File: config.mk
export PLATFORM = sky130hd
export DESIGN_NAME = wb_interconnect_nx
export DESIGN_NICKNAME = d
export VERILOG_FILES = /design/src/rtl/wb_interconnect_nx.sv
export SDC_FILE = /design/constraint.sdc
export NUM_CORES = 1
export LEC_CHECK = 0
export ABC_AREA = 1
export BUFFER_PORTS_ARGS = -buffer_cell sky130_fd_sc_hd__buf_2
export CAP_MARGIN = 40
export CORE_AREA = 2 2 125 127
export CTS_CLUSTER_DIAMETER = 80
export DETAILED_ROUTE_END_ITERATION = 16
export DIE_AREA = 0 0 127 129
export GPL_ROUTABILITY_DRIVEN = 0
export PLACE_DENSITY_LB_ADDON = 0.3
export SKIP_CTS_REPAIR_TIMING = 1
export SYNTH_ARGS = -nofsm -noshare
export SYNTH_HDL_FRONTEND = slang
export SYNTH_SLANG_ARGS = --single-unit
File: constraint.sdc
create_clock -name clk_i -period 3.4 [get_ports clk_i]
set_input_delay 0.34 -clock clk_i [delete_from_list [all_inputs] [get_ports clk_i]]
set_output_delay 0.34 -clock clk_i [all_outputs]
set_load 0.05 [all_outputs]
File: src/rtl/wb_interconnect_nx.sv
// wb_interconnect_nx: single-master N-slave Wishbone interconnect; M_* master side, S_* packed per-slave side, wb_done_i ends a cycle, err_*_o sticky error flags
module wb_interconnect_nx #(
   parameter int ADDR_WIDTH = 32,
   parameter int DATA_WIDTH = 32,
   parameter int NUM_SLAVES = 2,
   parameter logic [NUM_SLAVES*ADDR_WIDTH-1:0] SLV_BASE = {32'h1000_0000, 32'h3000_0000},
   parameter logic [NUM_SLAVES*ADDR_WIDTH-1:0] SLV_MASK = {32'hFFFF_F000, 32'hF000_0000},
   parameter int TIMEOUT_CYCLES = 255
) (
   input  logic                                clk_i,
   input  logic                                rst_i,
   input  logic                                wb_done_i,
   output logic [DATA_WIDTH-1:0]               M_DAT_I,
   input  logic [ADDR_WIDTH-1:0]               M_ADR_O,
   input  logic [DATA_WIDTH-1:0]               M_DAT_O,
   input  logic                                M_WE_O,
   input  logic [DATA_WIDTH/8-1:0]             M_SEL_O,
   input  logic                                M_STB_O,
   input  logic                                M_CYC_O,
   output logic                                M_ACK_I,
   output logic                                M_ERR_I,
   output logic [NUM_SLAVES*DATA_WIDTH-1:0]    S_DAT_I,
   output logic [NUM_SLAVES*ADDR_WIDTH-1:0]    S_ADR_I,
   input  logic [NUM_SLAVES*DATA_WIDTH-1:0]    S_DAT_O,
   output logic [NUM_SLAVES-1:0]               S_WE_I,
   output logic [NUM_SLAVES*DATA_WIDTH/8-1:0]  S_SEL_I,
   output logic [NUM_SLAVES-1:0]               S_STB_I,
   input  logic [NUM_SLAVES-1:0]               S_ACK_O,
   output logic [NUM_SLAVES-1:0]               S_CYC_I,
   output logic                                err_unmapped_o,
   output logic                                err_timeout_o
);
   localparam int SELW = DATA_WIDTH/8;
   localparam int SW = NUM_SLAVES > 1 ? $clog2(NUM_SLAVES) : 1;
   localparam int CW = TIMEOUT_CYCLES > 0 ? $clog2(TIMEOUT_CYCLES+1) : 1;
   localparam logic [CW-1:0] TO_LAST = CW'(TIMEOUT_CYCLES > 0 ? TIMEOUT_CYCLES-1 : 0);
   localparam logic [CW-1:0] TO_MAX = CW'(TIMEOUT_CYCLES);
   localparam logic [1:0] IDLE = 2'd0, ACTIVE = 2'd1, ERR = 2'd2, DRAIN = 2'd3;
   logic [1:0] state;
   logic [SW-1:0] sel, hit_idx;
   logic [CW-1:0] cnt;
   logic hit, act, sel_ack, abort, tmo;
   always_comb begin
      hit = 1'b0;
      hit_idx = '0;
      for (int i = NUM_SLAVES-1; i >= 0; i--)
         if ((M_ADR_O & SLV_MASK[i*ADDR_WIDTH +: ADDR_WIDTH]) == SLV_BASE[i*ADDR_WIDTH +: ADDR_WIDTH]) begin
            hit = 1'b1;
            hit_idx = SW'(i);
         end
   end
   assign act = state == ACTIVE;
   assign sel_ack = S_ACK_O[sel];
   assign abort = wb_done_i || !M_CYC_O;
   assign tmo = TIMEOUT_CYCLES != 0 && !sel_ack && cnt == TO_LAST;
   always_ff @(posedge clk_i)
      if (rst_i) begin
         state <= IDLE;
         sel <= '0;
         cnt <= '0;
         err_unmapped_o <= 1'b0;
         err_timeout_o <= 1'b0;
      end else begin
         case (state)
            IDLE:
               if (M_STB_O && M_CYC_O) begin
                  state <= hit ? ACTIVE : ERR;
                  if (hit) sel <= hit_idx;
                  else err_unmapped_o <= 1'b1;
               end
            ACTIVE:
               if (abort) state <= IDLE;
               else if (tmo) begin
                  state <= ERR;
                  err_timeout_o <= 1'b1;
               end
            ERR: state <= DRAIN;
            default: if (abort) state <= IDLE;
         endcase
         // zero outside ACTIVE doubles as the clear-on-entry; an ACK restarts the window for multi-beat cycles
         cnt <= (act && !sel_ack) ? (cnt == TO_MAX ? cnt : cnt + CW'(1)) : '0;
      end
   always_comb begin
      S_DAT_I = '0;
      S_ADR_I = '0;
      S_WE_I = '0;
      S_SEL_I = '0;
      S_STB_I = '0;
      S_CYC_I = '0;
      if (act) begin
         S_DAT_I[sel*DATA_WIDTH +: DATA_WIDTH] = M_DAT_O;
         S_ADR_I[sel*ADDR_WIDTH +: ADDR_WIDTH] = M_ADR_O;
         S_WE_I[sel] = M_WE_O;
         S_SEL_I[sel*SELW +: SELW] = M_SEL_O;
         S_STB_I[sel] = M_STB_O;
         S_CYC_I[sel] = M_CYC_O;
      end
      M_DAT_I = act ? S_DAT_O[sel*DATA_WIDTH +: DATA_WIDTH] : '0;
      M_ACK_I = act && sel_ack;
      M_ERR_I = state == ERR;
   end
endmodule

==> flow_summary_export.csv <==
group,metric,value,unit
run_status,status,"complete, no violations",
pwr,vdd_drop_max,0.3461,mV
floorplan,die_area,16380,µm²
sta,max_freq,407.0,MHz
setup_path,cp_max_fo,65,
clocking,clock_path_buffers,2,
setup_path,startpoint_type,"flip-flop",
setup_path,crit_type,"flip-flop to output pin",
final_layout,drive_above_1_share,44.47,%
synthesis,yosysTopAreaCell,"nor2_1",
final_layout,layout_commonest_cell,"buf_2",
synthesis,syn_avg_cell_area,4.643,µm²
pwr,power.total,2095,µW
setup_path,slowest_stage,"buf_4",
clocking,clkTransAtPathRegs,0.05,ns
worst_hold_path,holdPathStages,2,
synthesis,synth_top_family_by_area,"simple AND/OR/NAND/NOR gates",
synthesis,synthCells,457,
pwr,p_per_area,525.4,nW/µm²
setup_path,worst_setup_path_end_kind,"output pin",
sta,slew_violations,0,
floorplan,start_util,14.17,%
global_routing,antenna_found_initial,1,
routing,dr.first_iter.drc_count,159,
sta,finalSetupViolations,0,
synthesis,ys_ff_latch,13,
synthesis,yosysSeqAreaShare,12.26,%
setup_path,r2r_cells,9,
sta,whs,0.2668,ns
routing,wl_met1,4.896,mm
placement,portBuffers,317,
global_routing,grt.total_usage,12.77,%
routing,drc,0,
sta,post-route-period-util,72.26,%
global_routing,grt_pass1_vias,3180,
sta,setup_ws,0.9433,ns
setup_path,crit_buf_inv,3,
setup_path,path_cells,"inv_1, ha_1, nand2_2, buf_4, nor2_1, buf_2",
synthesis,synth_fp_nets,603,
synthesis,yosys_warnings,0,
sta,setup_tns,0,ns
final_layout,multi_input_area,1428,µm²
synthesis,ys_types,24,
routing,route.met2.wl,5.914,mm
final_layout,syn2layout_area_growth,87.91,%
synthesis,yosys.area_share.simple,49.23,%
routing,firstDrtPassIters,4,
setup_path,cp_top_family,"buffers and inverters",
synthesis,synthAdderAreaFrac,3.538,%
setup_path,cpPeakStageDelay,0.58,ns
synthesis,synth_area,2122,µm²
sta,worst_slew_pin_slew,0.6684,ns
synthesis,ys_top_cells_by_area,"nor2_1 (29%), inv_1 (16%), nand2_1 (16%)",
synthesis,synthMuxAreaShare,0,%
flow_run,cap_violations,0,
synthesis,synth_top_area_share,29.19,%
clocking,numClockSinks,13,
final_layout,nFillCells,1742,
floorplan,io_pins,318,
final_layout,nets,907,
global_routing,grt_pass1_wl,16.83,mm
clocking,clk_latency,0.24,ns
sta,max-slew-margin-rel,55.44,%
placement,dp_slack,1.181,ns
floorplan,dieWidth,127,µm
clocking,cts_made_buffers,3,
setup_path,worst_ep_arrival_time,2.12,ns
routing,ant_nets,0,
floorplan,rows,45,
clocking,cts_tree,"built",
synthesis,synth_xor_area_share,1.651,%
routing,met3_length,714,µm
worst_hold_path,min_path_type,"primary input to flip-flop",
routing,viasPerCell,3.812,
sta,rsz0062_at_grt,"false",
placement,hpwl,9.688,mm
clocking,htree_num_levels,1,
sta,min_period,2.457,ns
routing,wl_per_cell,12.25,µm
final_layout,final-seq-area,260.3,µm²
routing,routed.top_layer,"met4",
floorplan,core,14980,µm²
clocking,cts-root-buf,"clkbuf_16",
routing,drt_wl_total,11.62,mm
global_routing,grt_max_degree,66,
synthesis,synth_compound_area_share,12.62,%
final_layout,n_antenna_cell,0,
pwr,p_leak,0.002829,µW
floorplan,die-height,129,µm
sta,finalHoldViolations,0,
final_layout,final_cell_mix,"buf_2 (317), nor2_1 (165), inv_1 (88)",
global_routing,grt_remaining_overflow,0,
sta,finalClockSkew,0.003629,ns
setup_path,rrSetupSlack,1.44,ns
setup_path,cp.depth,6,
routing,vias,3614,
setup_path,worstPathRequired,3.06,ns
[path summary, 6_finish.rpt]
path                                from                           to
max                state[1]$_SDFFE_PP0P_                  S_DAT_I[54]
min                                rst_i   err_timeout_o$_SDFFE_PP0P_
max reg2reg        state[1]$_SDFFE_PP0P_        state[1]$_SDFFE_PP0P_
min reg2reg  err_unmapped_o$_SDFFE_PP0P_  err_unmapped_o$_SDFFE_PP0P_
[stage by stage]
step                      utilization (%)  cell area [µm²]  std cells
after CTS                           26.62             3988        948
after global placement              25.96             3889        943
after global routing                26.62             3988        948
after floorplan                         -             2122        457
after detailed placement            26.10             3909        944
final                               26.62             3988        948
[layer usage]
metal | track usage [%] | vias up
met5 | 0 | -
met1 | 16.13 | 1517
met2 | 24.07 | 153
li1 | - | 1936
met3 | 1.206 | 8
met4 | 1.810 | 0
[state kept, by name, indices dropped and copies added (netlist names)]
name,count
cnt,8
state,2
err_timeout_o,1
err_unmapped_o,1
sel,1
[power by group]
part | total [µW] | internal, µW | leakage [µW] | switching, µW
sequential | 179 | 167 | 0.000105 | 12.0
clock | 226 | 158 | 0.0000382 | 67.4
combinational | 1690 | 362 | 0.00269 | 1330
total | 2090 | 687 | 0.00283 | 1410
[cell type report]
class	instances	share of cell area [%]
clock buffers	4	1.977
inverters	91	8.566
multi-input cells	329	35.80
flip-flops and latches	13	6.527
well taps	188	5.899
repair buffers	323	41.23
[cell usage after synthesis, drive strengths merged]
master	n
ha	6
dfxtp	13
a21oi	41
xor2	2
nand2	89
inv	91
xnor2	2
buf	1
nor2	165
clkbuf	23
nand3	9
nor3	3
nand4	1
or2	2
a211oi	1
o21ai	6
o21a	1
a31oi	1
[cell families (layout without fill, tap and decap cells)]
logic type | after synthesis | count (layout)
adder cells (fa/ha/maj) | 6 | 6
XOR/XNOR | 4 | 4
buffers and inverters | 115 | 418
AO/OA/AOI/OAI | 50 | 50
AND/OR/NAND/NOR | 269 | 269
flip-flops | 13 | 13
[worst reg2reg max path, stage by stage, from the launching register on]
cell	delay (ns)
dfxtp_1	0.37
inv_1	0.10
ha_1	0.26
inv_2	0.47
nor2_1	0.14
or2_2	0.30
inv_1	0.05
nand2_1	0.05
nand2_1	0.07
a21oi_2	0.05
Power figures use the tool's default switching activity.
